### config.mk
export PLATFORM = sky130hd
export DESIGN_NAME = if_fetch
export DESIGN_NICKNAME = d
export VERILOG_FILES = /design/src/rtl/if_fetch.sv
export SDC_FILE = /design/constraint.sdc
export NUM_CORES = 1
export LEC_CHECK = 0
export CAP_MARGIN = 20
export CORE_UTILIZATION = 50
export DETAILED_ROUTE_END_ITERATION = 12
export GPL_TIMING_DRIVEN = 0
export PLACE_DENSITY = 0.83
export SLEW_MARGIN = 20
export SYNTH_ARGS = -nofsm -noshare
export SYNTH_HDL_FRONTEND = slang
export SYNTH_SLANG_ARGS = --single-unit
### constraint.sdc
create_clock -name clk -period 4.7 [get_ports clk]
set_input_delay 1.175 -clock clk [delete_from_list [all_inputs] [get_ports clk]]
set_output_delay 1.175 -clock clk [all_outputs]
set_load 0.01 [all_outputs]
### src/rtl/if_fetch.sv
// Instruction-fetch stage: issues credit-limited requests to an in-order imem,
// buffers responses in a small FIFO and drives the registered IF/ID pc/instr/valid.
module if_fetch #(
  parameter logic [31:0] RESET_PC   = 32'h0000_0000,
  parameter int unsigned FIFO_DEPTH = 4,
  parameter int unsigned MAX_OUT    = 2
) (
  input  logic        clk,
  input  logic        rst,
  output logic        imem_req,
  output logic [31:0] imem_addr,
  input  logic        imem_ready,
  input  logic        imem_rvalid,
  input  logic [31:0] imem_rdata,
  input  logic        stall,
  input  logic        branch_taken,
  input  logic [31:0] branch_target,
  output logic [31:0] pc_if,
  output logic [31:0] instr_if,
  output logic        if_valid
);

  localparam logic [31:0] NOP = 32'h0000_0013;
  localparam int unsigned PW  = $clog2(FIFO_DEPTH);
  localparam int unsigned CW  = $clog2(FIFO_DEPTH + 1);
  localparam int unsigned OW  = $clog2(MAX_OUT + 1);

  logic [31:0]   fetch_pc_q, fetch_pc_d;
  logic [31:0]   resp_pc_q, resp_pc_d;
  logic [OW-1:0] outstanding_q, outstanding_d;
  logic [OW-1:0] kill_cnt_q, kill_cnt_d;
  logic [PW-1:0] rd_ptr_q, rd_ptr_d;
  logic [PW-1:0] wr_ptr_q, wr_ptr_d;
  logic [CW-1:0] count_q, count_d;
  logic [31:0]   pc_if_q, pc_if_d;
  logic [31:0]   instr_if_q, instr_if_d;
  logic          if_valid_q, if_valid_d;

  logic [31:0]   fifo_pc_q    [FIFO_DEPTH];
  logic [31:0]   fifo_instr_q [FIFO_DEPTH];

  logic redirect;
  logic credit_ok;
  logic accept;
  logic push;
  logic advance;
  logic pop;

  // A redirect only counts when decode is not stalled; it also suppresses issue.
  assign redirect  = branch_taken && !stall;
  assign credit_ok = (32'(outstanding_q) + 32'(count_q)) < FIFO_DEPTH;
  assign imem_req  = rst && !redirect && (outstanding_q < OW'(MAX_OUT)) && credit_ok;
  assign accept    = imem_req && imem_ready;
  assign push      = imem_rvalid && !redirect && (kill_cnt_q == '0);
  assign advance   = !stall && !redirect;
  assign pop       = advance && (count_q != '0);

  assign imem_addr = fetch_pc_q;
  assign pc_if     = pc_if_q;
  assign instr_if  = instr_if_q;
  assign if_valid  = if_valid_q;

  // NOTE: every always_comb output gets a default first so no path can infer a latch.
  always_comb begin
    fetch_pc_d    = fetch_pc_q;
    resp_pc_d     = resp_pc_q;
    outstanding_d = outstanding_q + OW'(accept) - OW'(imem_rvalid);
    kill_cnt_d    = kill_cnt_q;
    rd_ptr_d      = rd_ptr_q;
    wr_ptr_d      = wr_ptr_q;
    count_d       = count_q + CW'(push) - CW'(pop);
    pc_if_d       = pc_if_q;
    instr_if_d    = instr_if_q;
    if_valid_d    = if_valid_q;

    if (accept) fetch_pc_d = fetch_pc_q + 32'd4;

    if (imem_rvalid && (kill_cnt_q != '0)) kill_cnt_d = kill_cnt_q - OW'(1);

    if (push) begin
      resp_pc_d = resp_pc_q + 32'd4;
      wr_ptr_d  = wr_ptr_q + PW'(1);
    end

    if (pop) begin
      rd_ptr_d   = rd_ptr_q + PW'(1);
      pc_if_d    = fifo_pc_q[rd_ptr_q];
      instr_if_d = fifo_instr_q[rd_ptr_q];
      if_valid_d = 1'b1;
    end else if (advance) begin
      instr_if_d = NOP;
      if_valid_d = 1'b0;
    end

    // Every request still in flight belongs to the old path, including one answered now.
    if (redirect) begin
      fetch_pc_d = {branch_target[31:2], 2'b00};
      resp_pc_d  = {branch_target[31:2], 2'b00};
      kill_cnt_d = outstanding_q - OW'(imem_rvalid);
      rd_ptr_d   = '0;
      wr_ptr_d   = '0;
      count_d    = '0;
      instr_if_d = NOP;
      if_valid_d = 1'b0;
    end
  end

  // NOTE: sequential state uses non-blocking assignments so all flops update together.
  always_ff @(posedge clk) begin
    if (!rst) begin
      fetch_pc_q    <= RESET_PC;
      resp_pc_q     <= RESET_PC;
      outstanding_q <= '0;
      kill_cnt_q    <= '0;
      rd_ptr_q      <= '0;
      wr_ptr_q      <= '0;
      count_q       <= '0;
      pc_if_q       <= RESET_PC;
      instr_if_q    <= NOP;
      if_valid_q    <= 1'b0;
    end else begin
      fetch_pc_q    <= fetch_pc_d;
      resp_pc_q     <= resp_pc_d;
      outstanding_q <= outstanding_d;
      kill_cnt_q    <= kill_cnt_d;
      rd_ptr_q      <= rd_ptr_d;
      wr_ptr_q      <= wr_ptr_d;
      count_q       <= count_d;
      pc_if_q       <= pc_if_d;
      instr_if_q    <= instr_if_d;
      if_valid_q    <= if_valid_d;
    end
  end

  // NOTE: FIFO storage is not reset; count/pointers alone decide which entries are live.
  always_ff @(posedge clk) begin
    if (push) begin
      fifo_pc_q[wr_ptr_q]    <= resp_pc_q;
      fifo_instr_q[wr_ptr_q] <= imem_rdata;
    end
  end

  fifo_no_overflow: assert property (@(posedge clk) disable iff (!rst)
    !(push && (count_q == CW'(FIFO_DEPTH))));

endmodule

==> impl_metrics.py <==
metrics = {
    "status": {
        "status": "complete, no violations",
    },
    "clock_tree": {
        "holdBufCountCts": 0,
        "post-cts-setup-buffers": 0,
        "cts_tree": "yes",
        "cts_buffer_depth": 3,
        "h-tree-depth": 2,
        "path_clk_slew_ns": 0.06,
        "root_buffer": "clkbuf_16",
        "cts-buffers-inserted": 39,
        "insertion_delay_ns": 0.54,
        "cts_sinks": 384,
    },
    "power": {
        "total_power_mw": 7.84,
        "power.density_nw_per_um2": 415,
        "p_leak_nw": 6.00,
        "vdd_drop_max_uv": 254,
    },
    "synth": {
        "yosys.area.top_type_share_pct": 48.7,
        "ys_seq_area_share_pct": 66.6,
        "avgSynthCellArea_um2": 13.9,
        "synth-edff-count": 248,
        "netlist_instances": 1099,
        "ys_warn_count": 0,
        "synth_top_area_cell": "edfxtp_1",
        "yosysMostFrequentCell": "edfxtp_1",
        "synth.cell_area_um2": 15300,
        "synthFlopType": "edfxtp_1",
        "synth-seq-cells": 384,
        "async_reset_ff_share_pct": 0,
        "yosysUniqueCellTypes": 56,
        "synth_common_cells": "edfxtp_1, dfxtp_1, nand2_1",
        "synthTopCellsByArea": "edfxtp_1, dfxtp_1, mux4_2",
    },
    "placed_design": {
        "post-place-ws_ns": -0.496,
        "dpl.hpwl_mm": 25.2,
        "place.gp.congestion": 0.912,
        "dp.cells": 1657,
        "place_area_um2": 17500,
        "port_buffers": 161,
    },
    "timing": {
        "rsz0062_at_grt": "false",
        "fmax_ghz": 0.221,
        "hold_viol_final": 0,
        "drv_slew": 0,
        "fin_ws_ns": 0.177,
        "setup_tns_ns": 0,
        "fin_crit_sh_pct": 96.2,
        "period_needed_ns": 4.52,
        "clock_skew_ns": 0.0209,
        "finalHoldWorstSlack_ns": 0.460,
        "slew_headroom_pct": 51.5,
        "worst_pin_slew_ns": 0.728,
        "setup_viol": 0,
    },
    "route": {
        "dr.first_iter.drc_count": 1056,
        "firstDrtPassIters": 5,
        "wl_per_cell_um": 22.1,
        "vias_per_cell": 6.08,
        "drt-total-wl_mm": 38.2,
        "drc": 0,
        "ant_nets": 0,
        "num_vias": 10507,
    },
    "floorplanning": {
        "die_h_um": 177,
        "ios": 168,
        "fp-row-count": 63,
        "die_w_um": 177,
        "design.die.area_um2": 31300,
        "core_area_um2": 29900,
        "initial_core_util_pct": 51.1,
    },
    "worst_setup_path": {
        "setup.worst_path.start_class": "primary input",
        "r2r.worst_path.cells": 12,
        "ff2ff_setup_slack_ns": 1.29,
        "arrival_ns": 3.35,
        "worst_path_most_repeated_cell": "clkdlybuf4s50_1",
        "critPathBufInv": 3,
        "cp_top_family": "buffers and inverters",
        "cp_max_fo": 11,
        "crit_chain": "clkdlybuf4s50_1, nand2b_2, nand2_2, clkbuf_2, nor2_1, clkdlybuf4s50_1",
        "slowest_delay_ns": 0.55,
        "required_ns": 3.52,
        "rr_startpoint": "count_q[2]",
        "endpoint_kind": "output port",
        "worst-setup-path-type": "in -> out",
        "r2r-end": "count_q[2]",
        "cpMaxStageDelayCell": "clkdlybuf4s50_1",
    },
    "grt": {
        "grt_pass1_wl_mm": 58.4,
        "grtUsageTotal_pct": 24.6,
        "antenna_found_initial": 0,
        "grt_pass1_vias": 10405,
        "overflow": 0,
        "grt_start_max_net_pins": 44,
    },
    "worst_hold_path": {
        "hold_end": "pc_if[13]",
        "worstHoldPathType": "reg -> reg",
        "hold_depth": 2,
        "min_from": "pc_if[13]",
    },
    "run": {
        "maxCapViolCount": 0,
    },
    "layout": {
        "fin_area_um2": 18900,
        "areaGrowthSynthToFinish_pct": 23.5,
        "drive_gt1_share_pct": 12.0,
        "nNetsFinal": 1390,
        "stdcell_count": 1728,
        "fin_util_pct": 63.2,
    },
}
## routing by layer
metal  up-vias  global-route usage [%]  share of wire, %
met5         -                       0                 0
met4         0                    9.23               3.1
met3        89                    4.64               8.2
met2       549                    40.9                49
met1      5167                    32.0                40
li1       4702                       -                 -
## worst max path at each step
stage | from | endpoint | slack, ns | depth (start not counted)
2_1_floorplan | stall | fifo_instr_q[2][0] | 0.67 | 5
3_3_place_gp | stall | fifo_pc_q[2][13] | -1.53 | 6
3_5_place_dp | stall | imem_req | -0.50 | 8
4_1_cts | stall | imem_req | 0.01 | 6
5_1_grt | stall | imem_req | 0.1 | 6
6_report | stall | imem_req | 0.18 | 6
## placed cells by master, fill, tap and decap left out, types with 4 or more instances in the layout
cell type	count
dfxtp_1	136
clkbuf_1	57
clkinv_2	6
a21oi_1	52
bufinv_16	4
nor4_1	9
nand2_1	92
a211oi_1	16
and3_1	14
o31ai_1	14
xnor2_1	15
edfxtp_1	248
buf_4	4
clkbuf_16	40
or4_1	17
clkdlybuf4s50_1	161
inv_1	14
a311oi_1	10
a22oi_1	29
clkinv_1	6
and4_1	16
o21ai_0	38
conb_1	4
and3_4	4
buf_1	5
and2_1	5
nand3_1	25
or3_1	7
nor3b_1	6
nor3_1	26
nor2_1	62
nand4_1	30
ha_1	13
xor2_1	10
mux4_2	62
clkbuf_8	5
buf_2	8
a31oi_1	20
buf_16	4
## state kept, by name, summed over array words and instances, names as in the netlist, named ones only
signal / cells
count_q: 3
wr_ptr_q: 2
fifo_instr_q: 128
pc_if: 30
resp_pc_q: 30
outstanding_q: 2
if_valid: 1
instr_if: 32
rd_ptr_q: 2
kill_cnt_q: 2
imem_addr: 30
fifo_pc_q: 120
## what timing repair did
action	CTS	global route
hold endpoints to repair	0	0
setup endpoints to repair	1	1
gates resized for setup	2	1
## worst reg2reg max path, delay by kind of cell (launching register included)
kind                     cells  cell delay [ns]
XOR/XNOR                     2             0.35
buffers and inverters        4             1.09
adder cells (fa/ha/maj)      3             0.91
AND/OR/NAND/NOR              3             0.59
flip-flops                   1             0.36
## power breakdown
group | total [mW] | switching (mW) | internal, mW
sequential | 3.89 | 0.124 | 3.76
clock | 3.20 | 1.32 | 1.88
combinational | 0.754 | 0.401 | 0.353
## kinds of logic after synthesis
logic type | share of synthesized area, %
other | 0.0245
adders and majority gates | 1.20
AOI/OAI and AO/OA | 7.87
and+or+nand+nor | 11.3
DFF | 66.6
muxes | 9.27
xor gates and xnor gates | 1.43
buffers and inverters | 2.33
## area by class of cell
| class | instances | area [µm²] |
|---|---|---|
| clock buffer | 50 | 1090 |
| clock inverter | 22 | 258 |
| timing repair buffer | 165 | 1720 |
| fill | 2076 | 11000 |
| multi-input combinational | 630 | 4790 |
| antenna | 1 | 2.50 |
| buffer | 70 | 289 |
| tap | 390 | 488 |
| sequential | 384 | 10200 |
| inverter | 16 | 60.1 |
No activity file was read; power rests on OpenSTA's default activity.
